### config.mk
export PLATFORM = sky130hd
export DESIGN_NAME = keypad_scan_fifo_flat
export DESIGN_NICKNAME = d
export VERILOG_FILES = /design/src/rtl/keypad_scan_fifo_if.sv /design/src/rtl/keypad_scan_fifo.sv /design/src/flat_wrapper.sv
export SDC_FILE = /design/constraint.sdc
export NUM_CORES = 1
export LEC_CHECK = 0
export CAP_MARGIN = 20
export CORE_MARGIN = 8
export CORE_UTILIZATION = 47
export CTS_CLUSTER_SIZE = 28
export DETAILED_ROUTE_END_ITERATION = 10
export DONT_BUFFER_PORTS = 1
export REMOVE_ABC_BUFFERS = 1
export SLEW_MARGIN = 10
export SYNTH_ARGS = -nofsm -noshare
export SYNTH_HDL_FRONTEND = slang
export SYNTH_SLANG_ARGS = --single-unit
### constraint.sdc
create_clock -name clock -period 3 [get_ports clock]
set_input_delay 0.6 -clock clock [delete_from_list [all_inputs] [get_ports clock]]
set_output_delay 0.6 -clock clock [all_outputs]
set_load 0.01 [all_outputs]
### src/rtl/keypad_scan_fifo_if.sv
// keypad_scan_fifo_if
//   Bundles the keypad lines and the key-code FIFO read port.
//   master : the scanner/FIFO block (senses row, takes read, drives the rest)
//   slave  : the keypad plus the consumer (drives row and read)
//   row      - active-low key sense lines, asynchronous to the clock
//   read     - pop request for the FIFO head
//   col      - one-cold active-low column drive
//   code     - key code at the FIFO head (0 when empty)
//   valid    - FIFO not empty
//   count    - FIFO occupancy, 0..FIFO_DEPTH
//   overflow - sticky flag: a completed press was dropped on a full FIFO
interface keypad_scan_fifo_if #(
    parameter int NROWS      = 4,
    parameter int NCOLS      = 4,
    parameter int FIFO_DEPTH = 4
);
    localparam int CODE_W = $clog2(NROWS * NCOLS);
    localparam int CNT_W  = $clog2(FIFO_DEPTH) + 1;

    logic [NROWS-1:0]  row;
    logic              read;
    logic [NCOLS-1:0]  col;
    logic [CODE_W-1:0] code;
    logic              valid;
    logic [CNT_W-1:0]  count;
    logic              overflow;

    modport master (
        input  row, read,
        output col, code, valid, count, overflow
    );

    modport slave (
        output row, read,
        input  col, code, valid, count, overflow
    );
endinterface

### src/rtl/keypad_scan_fifo.sv
// keypad_scan_fifo
//   Scans an NROWS x NCOLS active-low keypad one column at a time, debounces
//   press and release, and queues one key code per completed press in a small
//   FIFO. Code = r*NCOLS + c, lowest pressed row wins within a column.
//   clock - single clock, rising edge
//   reset - asynchronous, active-low
//   kp    - keypad_scan_fifo_if.master (row, read in; col, code, valid,
//           count, overflow out)
module keypad_scan_fifo #(
    parameter int NROWS      = 4,
    parameter int NCOLS      = 4,
    parameter int DEBOUNCE   = 4,
    parameter int SCAN_DWELL = 4,
    parameter int FIFO_DEPTH = 4
) (
    input  logic               clock,
    input  logic               reset,
    keypad_scan_fifo_if.master kp
);
    localparam int CODE_W = $clog2(NROWS * NCOLS);
    localparam int CNT_W  = $clog2(FIFO_DEPTH) + 1;
    localparam int PTR_W  = $clog2(FIFO_DEPTH);
    localparam int CIDX_W = $clog2(NCOLS);
    localparam int DWL_W  = $clog2(SCAN_DWELL);
    localparam int DEB_W  = $clog2(DEBOUNCE);

    typedef enum logic [1:0] {
        ST_SCAN,
        ST_DEBOUNCE,
        ST_HELD,
        ST_RELEASE
    } state_t;

    function automatic logic [NCOLS-1:0] col_drive(input logic [CIDX_W-1:0] idx);
        return ~(NCOLS'(1) << idx);
    endfunction

    // ------------------------------------------------------------------
    // Row synchronizer
    // ------------------------------------------------------------------
    logic [NROWS-1:0] row_meta;
    logic [NROWS-1:0] row_sync;

    // NOTE: sequential state is always written with non-blocking (<=) so every
    // flop samples the pre-edge value of its inputs regardless of block order.
    always_ff @(posedge clock or negedge reset) begin
        if (!reset) begin
            row_meta <= '1;
            row_sync <= '1;
        end else begin
            row_meta <= kp.row;
            row_sync <= row_meta;
        end
    end

    // ------------------------------------------------------------------
    // Scan / debounce FSM
    // ------------------------------------------------------------------
    state_t            state;
    logic [CIDX_W-1:0] col_idx;
    logic [DWL_W-1:0]  dwell;
    logic [DEB_W-1:0]  deb_cnt;
    logic [NROWS-1:0]  captured;
    logic [NCOLS-1:0]  col_q;
    logic              started;

    logic              row_low;
    logic              row_match;
    logic [CIDX_W-1:0] col_inc;
    logic [CODE_W-1:0] key_code;
    logic              push_req;

    assign row_low   = (row_sync != '1);
    assign row_match = (row_sync == captured);
    assign col_inc   = (col_idx == CIDX_W'(NCOLS - 1)) ? '0 : col_idx + 1'b1;
    assign push_req  = (state == ST_DEBOUNCE) && row_match &&
                       (deb_cnt == DEB_W'(DEBOUNCE - 1));

    // NOTE: every always_comb output gets a default first, so no path can
    // leave it unassigned and infer a latch.
    // Descending loop: the last hit is the lowest-indexed low row.
    always_comb begin
        key_code = '0;
        for (int r = NROWS - 1; r >= 0; r--) begin
            if (!captured[r]) begin
                key_code = CODE_W'(r * NCOLS + int'(col_idx));
            end
        end
    end

    always_ff @(posedge clock or negedge reset) begin
        if (!reset) begin
            state    <= ST_SCAN;
            col_idx  <= '0;
            dwell    <= '0;
            deb_cnt  <= '0;
            captured <= '1;
            col_q    <= '1;
            started  <= 1'b0;
        end else begin
            case (state)
                ST_SCAN: begin
                    if (!started) begin
                        // First edge out of reset: start driving column 0
                        // with a full dwell ahead of it.
                        started <= 1'b1;
                        col_q   <= col_drive(col_idx);
                    end else if (dwell >= DWL_W'(2) && row_low) begin
                        // Dwell 0/1 still sees the previous column through
                        // the synchronizer, so only dwell >= 2 is trusted.
                        captured <= row_sync;
                        deb_cnt  <= '0;
                        state    <= ST_DEBOUNCE;
                    end else if (dwell == DWL_W'(SCAN_DWELL - 1)) begin
                        col_idx <= col_inc;
                        col_q   <= col_drive(col_inc);
                        dwell   <= '0;
                    end else begin
                        dwell <= dwell + 1'b1;
                    end
                end

                ST_DEBOUNCE: begin
                    if (!row_match) begin
                        dwell <= '0;
                        state <= ST_SCAN;
                    end else if (deb_cnt == DEB_W'(DEBOUNCE - 1)) begin
                        state <= ST_HELD;
                    end else begin
                        deb_cnt <= deb_cnt + 1'b1;
                    end
                end

                ST_HELD: begin
                    if (!row_low) begin
                        deb_cnt <= '0;
                        state   <= ST_RELEASE;
                    end
                end

                ST_RELEASE: begin
                    if (row_low) begin
                        state <= ST_HELD;
                    end else if (deb_cnt == DEB_W'(DEBOUNCE - 1)) begin
                        col_idx <= col_inc;
                        col_q   <= col_drive(col_inc);
                        dwell   <= '0;
                        state   <= ST_SCAN;
                    end else begin
                        deb_cnt <= deb_cnt + 1'b1;
                    end
                end

                default: state <= ST_SCAN;
            endcase
        end
    end

    // ------------------------------------------------------------------
    // Key-code FIFO
    // ------------------------------------------------------------------
    logic [CODE_W-1:0] mem [FIFO_DEPTH];
    logic [PTR_W-1:0]  wr_ptr;
    logic [PTR_W-1:0]  rd_ptr;
    logic [CNT_W-1:0]  count_q;
    logic              overflow_q;

    logic full;
    logic do_pop;
    logic do_push;

    assign full    = (count_q == CNT_W'(FIFO_DEPTH));
    assign do_pop  = kp.read && (count_q != '0);
    // A pop in the same cycle frees the slot, so a full FIFO still accepts.
    assign do_push = push_req && (!full || do_pop);

    // NOTE: the storage array has no reset; it is only observed through
    // valid-gated code, and leaving it unreset lets it map onto plain RAM.
    always_ff @(posedge clock) begin
        if (do_push) begin
            mem[wr_ptr] <= key_code;
        end
    end

    always_ff @(posedge clock or negedge reset) begin
        if (!reset) begin
            wr_ptr     <= '0;
            rd_ptr     <= '0;
            count_q    <= '0;
            overflow_q <= 1'b0;
        end else begin
            if (do_push) begin
                wr_ptr <= wr_ptr + 1'b1;
            end
            if (do_pop) begin
                rd_ptr <= rd_ptr + 1'b1;
            end
            case ({do_push, do_pop})
                2'b10:   count_q <= count_q + 1'b1;
                2'b01:   count_q <= count_q - 1'b1;
                default: count_q <= count_q;
            endcase
            if (push_req && full && !do_pop) begin
                overflow_q <= 1'b1;
            end
        end
    end

    assign kp.col      = col_q;
    assign kp.valid    = (count_q != '0);
    assign kp.code     = (count_q != '0) ? mem[rd_ptr] : '0;
    assign kp.count    = count_q;
    assign kp.overflow = overflow_q;

endmodule

### src/flat_wrapper.sv
// flat-port wrapper written by rule: the top's interface ports become plain ports
module keypad_scan_fifo_flat 
#(
    parameter int NROWS      = 4,
    parameter int NCOLS      = 4,
    parameter int DEBOUNCE   = 4,
    parameter int SCAN_DWELL = 4,
    parameter int FIFO_DEPTH = 4
)
  (clock, reset, kp_row, kp_read, kp_col, kp_code, kp_valid, kp_count, kp_overflow);
  keypad_scan_fifo_if #(.NROWS(NROWS), .NCOLS(NCOLS), .FIFO_DEPTH(FIFO_DEPTH)) kp_i ();
  input  logic clock;
  input  logic reset;
  input wire logic [$bits(kp_i.row)-1:0] kp_row;
  input wire logic [$bits(kp_i.read)-1:0] kp_read;
  output wire logic [$bits(kp_i.col)-1:0] kp_col;
  output wire logic [$bits(kp_i.code)-1:0] kp_code;
  output wire logic [$bits(kp_i.valid)-1:0] kp_valid;
  output wire logic [$bits(kp_i.count)-1:0] kp_count;
  output wire logic [$bits(kp_i.overflow)-1:0] kp_overflow;
  assign kp_i.row = kp_row;
  assign kp_i.read = kp_read;
  assign kp_col = kp_i.col;
  assign kp_code = kp_i.code;
  assign kp_valid = kp_i.valid;
  assign kp_count = kp_i.count;
  assign kp_overflow = kp_i.overflow;
  keypad_scan_fifo #(.NROWS(NROWS), .NCOLS(NCOLS), .DEBOUNCE(DEBOUNCE), .SCAN_DWELL(SCAN_DWELL), .FIFO_DEPTH(FIFO_DEPTH)) u_core (.clock(clock), .reset(reset), .kp(kp_i));
endmodule
==> results.md, run 1 <==
- The flow ran to the end, and the final reports show no timing, DRC or antenna violations.
- Walking the worst path, the cells encountered are nor2_1, nand2_1, nand2_1, nor2_1, fa_1, nand2b_1, o211a_1, a221o_1.
- The async set-reset flop share out of synthesis is 0.673.
- The post-synthesis sequential area ratio is 0.534.
- The required time of the worst setup path is 3.19 ns.
- In this run the number of H-tree levels came out at 2.
- The register bit count reported by yosys is slightly below 50.
- VDD sags by at most 0.000363 V.
- Counting distinct cell types in the post-synthesis netlist gives between 40 and 50.
- For this run, the post-layout net count is 227.
- STA classifies the critical path startpoint as a flop.
- The number of hold-slack violations in the final timing report came to 0.
- The number of synthesized flops with an enable pin is 16.
- The post-synthesis cell count is 196.
- The via count of the routed design is 1,463.
- The worst-case reg-to-reg path depth is 8.
- The post-route fraction of the period consumed by the critical path is 0.857.
- The worst reg-to-reg setup slack is 0.43 ns.
- Summed over all cells, the static leakage comes to 1.08 nW.
- After detailed routing, the number of remaining DRC violations is 0.
- The number of primary I/O pins is 20.
- The post-synthesis cell type with the largest combined area is sky130_fd_sc_hd__edfxtp_1.
- The mean instance size in the synthesized netlist is 12.7 sq um.
- STA puts the critical path data arrival time at 2.76 ns.
- Of all nets on the critical path, the largest fanout is 8.
- The design draws 0.00250 W.
- Entering global routing, the biggest net connects 18 pins.
- Dividing the detail-routed via count by the number of cells gives 5.36.
- The combined area of the multi-input logic cells is 1090 sq um.
- The effective utilization at floorplan is 0.487.
- The final number of max-transition violations is 0.
- Based on the critical path, the design can be clocked at up to 0.389 GHz.
- The total overflow left after global routing is 0.
- Setup repair after global routing left no endpoint under its margin.
- The die is 88.7 um tall.
- The tree is rooted in a sky130_fd_sc_hd__clkbuf_8.
- The first-pass GRT wire length is 7.25 mm.
- The number of antenna diodes is 0.
- STA classifies the critical path endpoint as a flop.
- In this run, CTS created clock tree buffers numbering 5.
- By area the synthesized netlist is led by sky130_fd_sc_hd__edfxtp_1 19%, sky130_fd_sc_hd__dfrtp_1 17%, sky130_fd_sc_hd__dfstp_2 17%.
- In this run, the number of DRC markers left after iteration 0 of detailed routing was 43.
- The placement row count is 26.
- From synthesis to final layout, the design area changed by 7.25%.
- The placer's final routability congestion estimate is 0.826.
- The pre-antenna-repair detailed-routing pass consisted of 5 iterations.
- Of the cells placed in the final design, the portion with a size suffix greater than 1 is 0.217.
- The CTS tree is done.
- The post-detailed-placement half-perimeter wirelength is 3.25 mm.
- The width of the chip is between 80 and 90 um.
- The maximum number of buffers from clock root to sink is 2.
- In this run the worst setup path begins at u_core.kp.count[0]$_DFFE_PN0P_.
- The number of antenna violations at the first check in global routing is 0.
- Max-cap violations in this run came to 0.
- The actual transition at the worst max-transition pin is 0.822 ns.
- Clock-pin slew was measured on the worst setup and hold paths at 0.09 ns.
- Among all flip-flop cells after synthesis, the most frequent one is sky130_fd_sc_hd__dfrtp_1.
- The total length of routed wires is 4.32 mm.
- The startpoint of the worst register-to-register path is u_core.kp.count[0]$_DFFE_PN0P_.
- The worst hold path belongs to the class input port to async pin.
- Across every metal layer, demand over resource in global routing totals 0.121.
- The Yosys step of the flow raised 0 warnings.
- Headroom to the max-slew limit came out at 0.450.
- In the final timing run, aggregate negative setup slack is 0 ns.
- The capture point of the worst reg-to-reg path is u_core.kp.count[2]$_DFFE_PN0P_.
- The floorplan step defined a core boundary enclosing 5110 sq um.
- The buffers inserted during post-CTS setup optimization is 0.
- After synthesis the cells add up to 2480 sq um.
- The number of global-route vias before repair is about 1,600.
- The critical path's largest stage delay is 0.52 ns.
- The number of port buffers is 0.
- Dividing total power by cell area gives a power density of 937 nW/um^2.
- The number of failing setup endpoints in the final timing report is 0.
- The worst setup path is of the flop to flop kind.
- The number of nets with antenna violations after routing is 0.
- At the later pin of the worst-skew pair, clock insertion delay measures 0.30 ns.
- Among all stages on the critical path, the largest delay is contributed by sky130_fd_sc_hd__dfrtp_1.
- The layout filler cell count is 454.
- CTS saw 49 sinks.
- The area share of the largest cell type after synthesis is 0.193.
- The detail-routed net length per standard cell is 15.8 um.
- The area of all sequential standard cells is 1330 sq um.
- The die outline area is ~7900 sq um.
- Clock skew on the completed layout was measured at 0.00730 ns.
- Leaving out fill and tap cells, the most frequent cells in the layout are 17 x sky130_fd_sc_hd__ha_1, 17 x sky130_fd_sc_hd__dfrtp_1, 16 x sky130_fd_sc_hd__dfstp_2, 16 x sky130_fd_sc_hd__edfxtp_1, 14 x sky130_fd_sc_hd__inv_1.
- The worst path needs 2.57 ns of the cycle, external delays included.
## Yosys cell counts, types with 2 or more instances
cell / instances
sky130_fd_sc_hd__a21oi_1: 8
sky130_fd_sc_hd__and2_1: 7
sky130_fd_sc_hd__and3_1: 4
sky130_fd_sc_hd__clkbuf_1: 2
sky130_fd_sc_hd__dfrtp_1: 17
sky130_fd_sc_hd__dfstp_2: 16
sky130_fd_sc_hd__edfxtp_1: 16
sky130_fd_sc_hd__ha_1: 17
sky130_fd_sc_hd__inv_1: 14
sky130_fd_sc_hd__mux2_1: 5
sky130_fd_sc_hd__mux2_2: 9
sky130_fd_sc_hd__mux2i_1: 7
sky130_fd_sc_hd__mux4_2: 4
sky130_fd_sc_hd__nand2_1: 11
sky130_fd_sc_hd__nand3_1: 4
sky130_fd_sc_hd__nand4_1: 3
sky130_fd_sc_hd__nor2_1: 10
sky130_fd_sc_hd__nor3_1: 2
sky130_fd_sc_hd__o211a_1: 2
sky130_fd_sc_hd__o21ai_0: 6
sky130_fd_sc_hd__xnor2_1: 9
## per-stage QoR
step	cells	utilization	hold slack, ns	cell area (sq um)	setup WS [ns]
4_1_cts	273	0.522	0.120	2670	0.401
5_1_grt	273	0.522	0.111	2670	0.198
3_3_place_gp	264	0.502	0.306	2560	0.546
6_report	273	0.522	0.133	2670	0.428
3_5_place_dp	264	0.502	0.307	2560	0.418
2_1_floorplan	193	-	0.304	2470	0.591
## per-layer routing
metal,part of all wire,up-vias,global-route usage
li1,-,704,-
met1,0.42,725,0.132
met2,0.51,32,0.204
met3,0.062,2,0.0474
met4,0.0053,0,0.0492
met5,0,-,0
## power by group
part	leakage (nW)	internal (W)	switching [W]	total, W
Sequential	0.526	0.000918	0.000200	0.00112
Clock	0.0462	0.000166	0.000223	0.000389
Combinational	0.511	0.000477	0.000514	0.000991
Total	1.08	0.00156	0.000937	0.00250
## worst max-delay path by stage
| stage | to | slack, ns | depth (start not counted) |
|---|---|---|---|
| floorplan | u_core.kp.count[2]$_DFFE_PN0P_ | 0.59 | 8 |
| global placement | u_core.kp.count[2]$_DFFE_PN0P_ | 0.55 | 8 |
| detailed placement | u_core.kp.count[2]$_DFFE_PN0P_ | 0.42 | 8 |
| CTS | u_core.kp.count[2]$_DFFE_PN0P_ | 0.40 | 8 |
| global route | u_core.kp.count[1]$_DFFE_PN0P_ | 0.20 | 9 |
| finish | u_core.kp.count[2]$_DFFE_PN0P_ | 0.43 | 8 |
## state kept, by name (all words and copies together), names as in the netlist
name and count:
u_core.captured 4, u_core.col_idx 2, u_core.deb_cnt 2, u_core.dwell 2, u_core.kp.col 4, u_core.kp.count 3
u_core.kp.overflow 1, u_core.mem 16, u_core.rd_ptr 2, u_core.row_meta 4, u_core.row_sync 4, u_core.started 1
u_core.state 2, u_core.wr_ptr 2
## layout make-up
type,count,area share
Clock buffer,5,0.0258
Clock inverter,3,0.00798
Inverter,14,0.0197
Multi-Input combinational cell,130,0.409
Sequential cell,49,0.498
Tap cell,70,0.0329
Timing Repair Buffer,2,0.00657
## kinds of logic after synthesis
kind of cell	after synthesis	synth area share
muxes	25	0.128
AOI/OAI and AO/OA	26	0.0705
xor gates and xnor gates	9	0.0317
DFF	49	0.534
adders and majority gates	18	0.0937
and+or+nand+nor	52	0.115
buffers and inverters	17	0.0272
## critical path: cells and delay by family, from the launching register on
kind / cells / cell delay [ns]
adders and majority gates: 1 / 0.39
and+or+nand+nor: 5 / 1.07
AOI/OAI and AO/OA: 2 / 0.47
DFF: 1 / 0.52
## repair_timing
item                      in CTS  in global routing
hold buffers                   1                  0
hold endpoints to repair      17                  0
resized for setup              0                  0
No activity file was read; power rests on OpenSTA's default activity.
==> inputs of run 2 (changes only) <==
--- a/config.mk
+++ b/config.mk
@@ -7,10 +7,11 @@
 export LEC_CHECK = 0
 export CAP_MARGIN = 20
 export CORE_MARGIN = 8
-export CORE_UTILIZATION = 47
+export CORE_UTILIZATION = 45
 export CTS_CLUSTER_SIZE = 28
 export DETAILED_ROUTE_END_ITERATION = 10
 export DONT_BUFFER_PORTS = 1
+export GPL_ROUTABILITY_DRIVEN = 1
 export REMOVE_ABC_BUFFERS = 1
 export SLEW_MARGIN = 10
 export SYNTH_ARGS = -nofsm -noshare
==> results.md, run 2 (synthesis results as in run 1) <==
- The actual transition at the worst max-transition pin was 0.830 ns (+0.00798 ns).
- The worst voltage drop across the vdd grid is 0.000378 V (+4.0%).
- The tightest min-delay check is of the input port to async pin type.
- The critical path's slowest cell is sky130_fd_sc_hd__dfrtp_1.
- The family with the most delay on the worst path is simple AND/OR/NAND/NOR gates.
- The number of failing setup endpoints in the final timing report was 0 (unchanged).
- The area growth from synthesis to layout is 7.65%.
- The relative slew slack came to 0.445 (-0.00534).
- The final number of max-transition violations is 0 (unchanged).
- The ratio of routed vias to standard cells is 5.43 (+1.4%).
- The maximum number of pins on one net before global-route repair is 19 (+1).
- The number of flip-flops under the largest register name came to 16 (unchanged).
- The setup skew after layout came to 0.00913 ns (+0.00183 ns).
- Traced cell by cell, the critical path runs through nor2_1, nand2_1, nand2_1, nor2_1, fa_1, nand2b_1, o211a_1, a221o_1.
- The post-detailed-placement half-perimeter wirelength is 3.34 mm (+2.8%).
- The number of non-filler instances in the completed layout is 275 (+0.73%).
- The summed negative setup slack over all endpoints is 0 ns (unchanged).
- The placeable core region is 5410 sq um (+5.8%).
- The number of primary I/O pins is 20 (unchanged).
- The number of antenna violations at the first check in global routing is 0 (unchanged).
- The quantity of gates resized following cts came to 0 (unchanged).
- The placement row count came to 27 (+3.8%).
- The total track usage is 0.117 (-0.00390).
- The maximum fanout along the worst path is 8 (unchanged).
- The die outline area is 8160 sq um (+3.6%).
- The count of buffering cells on the critical path with inverters included is 0 (unchanged).
- The run finished with clean final reports.
- The leakage power total is 1.09 nW (+0.41%).
- The peak clock frequency supported by timing is 0.387 GHz (-0.38%).
- The shortest clock period the worst path allows after layout was 2.58 ns (+0.00989 ns).
- The via count of the routed design came to 1,494 (+2.1%).
- The first-pass GRT wire length came to 7.73 mm (+6.6%).
- The final core utilization is 0.495 (-0.0269).
- The first-iteration detailed-routing DRC count is 75 (+74%).
- The number of hold-slack violations in the final timing report is 0 (unchanged).
- The maximum number of buffers from clock root to sink came to 2 (unchanged).
- The effective utilization at floorplan is 0.460 (-0.0268).
- The number of nets with antenna violations after routing is 0 (unchanged).
- Setup repair after global routing left no endpoint under its margin.
- The post-route fraction of the period consumed by the critical path is 0.861 (+0.00330).
- The count of unresolved DRC violations after routing is 0 (unchanged).
- The count of nets after finishing is 227 (unchanged).
- The critical path's largest stage delay is 0.51 ns (about the same).
- In the layout the commonest cells are 17 x sky130_fd_sc_hd__ha_1, 17 x sky130_fd_sc_hd__dfrtp_1, 16 x sky130_fd_sc_hd__dfstp_2, 16 x sky130_fd_sc_hd__edfxtp_1, 14 x sky130_fd_sc_hd__inv_1.
- The maximum level of the CTS H-tree is 2 (unchanged).
- The sort of element at the start of the critical path is a flop.
- The critical path is of the flop to flop type.
- The total length of routed wires is 4.44 mm (+2.9%).
- The total number of clock tree sinks is 49 (unchanged).
- The placer's final routability congestion estimate came to 0.785 (-4.9%).
- The worst-case setup margin in the final layout was 0.418 ns (-0.00989 ns).
- The worst hold slack across all endpoints is 0.126 ns (-0.00703 ns).
- The areal power density over the cells is 946 nW/um^2 (+0.95%).
- The floorplan die height is 90.3 um (+1.8%).
- The required time of the worst setup path was 3.19 ns (about the same).
- The number of port buffers was 0 (unchanged).
- The combined area of the multi-input logic cells is 1090 sq um (unchanged).
- The clock latency of the later-clocked register in the worst-skew pair was 0.30 ns (about the same).
- The total CTS buffers was 5 (unchanged).
- The detail-routed net length per standard cell is 16.2 um (+2.1%).
- Ranked by flip-flop count, first place goes to u_core.mem.
- The aggregate global routing overflow was 0 (unchanged).
- The number of antenna diodes is 0 (unchanged).
- The number of global-route vias before repair is 1,609 (+2.5%).
- The instance count after placement with tap cells included is 266 (+0.76%).
- The clock transition at the register clock pins on the worst setup and hold paths after CTS is 0.10 ns (about the same).
- The area of all sequential standard cells was 1330 sq um (unchanged).
- The kind of capture point of the worst setup path is a flop.
- The max capacitance violation total was 0 (unchanged).
- The root buffer cell chosen for the clock tree is sky130_fd_sc_hd__clkbuf_8.
- The worst slack at placement was 0.430 ns (+0.0127 ns).
- The layout filler cell count was 473 (+4.2%).
- The data arrival time at the worst-slack endpoint is 2.77 ns (about the same).
- The share of cells above drive strength 1 was 0.222 (+0.00493).
- The count of TritonRoute iterations in the first routing pass is 4 (-1).
- The CTS tree is done.
- The width of the chip is 90.3 um (+1.8%).
==> run 2: worst reg2reg max path: stages (launching register included) <==
cell and delay, ns:
sky130_fd_sc_hd__dfrtp_1 0.51, sky130_fd_sc_hd__nor2_1 0.40, sky130_fd_sc_hd__nand2_1 0.28, sky130_fd_sc_hd__nand2_1 0.18
sky130_fd_sc_hd__nor2_1 0.07, sky130_fd_sc_hd__fa_1 0.39, sky130_fd_sc_hd__nand2b_1 0.18, sky130_fd_sc_hd__o211a_1 0.20
sky130_fd_sc_hd__a221o_1 0.25
==> run 2: cell type report <==
class,instances,area share
clock buffer,5,0.0257
clock inverter,3,0.0108
inverter,14,0.0196
multi-input combinational,130,0.408
sequential,49,0.496
tap,72,0.0337
timing repair buffer,2,0.00655
==> run 2: layer usage <==
layer  track usage  wire [um]
met3        0.0349        194
met4        0.0430         54
met5             0          0
met1         0.140       2030
met2         0.194       2160
==> run 2: path summary, 6_finish.rpt <==
| kind | cells after the start | slack [ns] | to | startpoint |
|---|---|---|---|---|
| min in group clock | 0 | 0.28 | u_core.row_meta[2]$_DFF_PN1_ | kp_row[2] |
| max in group asynchronous | 1 | 1.65 | u_core.dwell[1]$_DFFE_PN0P_ | reset |
| setup reg to reg | 8 | 0.42 | u_core.kp.count[2]$_DFFE_PN0P_ | u_core.kp.count[0]$_DFFE_PN0P_ |
| hold / removal | 0 | 0.13 | u_core.captured[3]$_DFFE_PN1N_ | reset |
| setup / recovery | 8 | 0.42 | u_core.kp.count[2]$_DFFE_PN0P_ | u_core.kp.count[0]$_DFFE_PN0P_ |
| hold reg to reg | 0 | 0.36 | u_core.row_sync[0]$_DFF_PN1_ | u_core.row_meta[0]$_DFF_PN1_ |
==> run 2: repair_timing <==
item,in CTS,in global routing
hold buffers,1,0
buffers inserted,0,0
endpoints found under the setup margin,0,0
hold endpoints to repair,17,0
==> run 2: stage by stage <==
| step | cell area, sq um | power [W] |
|---|---|---|
| floorplan | 2470 | 0.00189 |
| global placement | 2570 | 0.00207 |
| detailed placement | 2570 | 0.00213 |
| CTS | 2680 | 0.00255 |
| global route | 2680 | 0.00273 |
| finish | 2680 | 0.00253 |
==> run 2: power by group <==
group,internal [W],switching [W],total [W]
Combinational,0.000476,0.000516,0.000992
Sequential,0.000918,0.000203,0.00112
Clock,0.000175,0.000243,0.000418
Total,0.00157,0.000962,0.00253
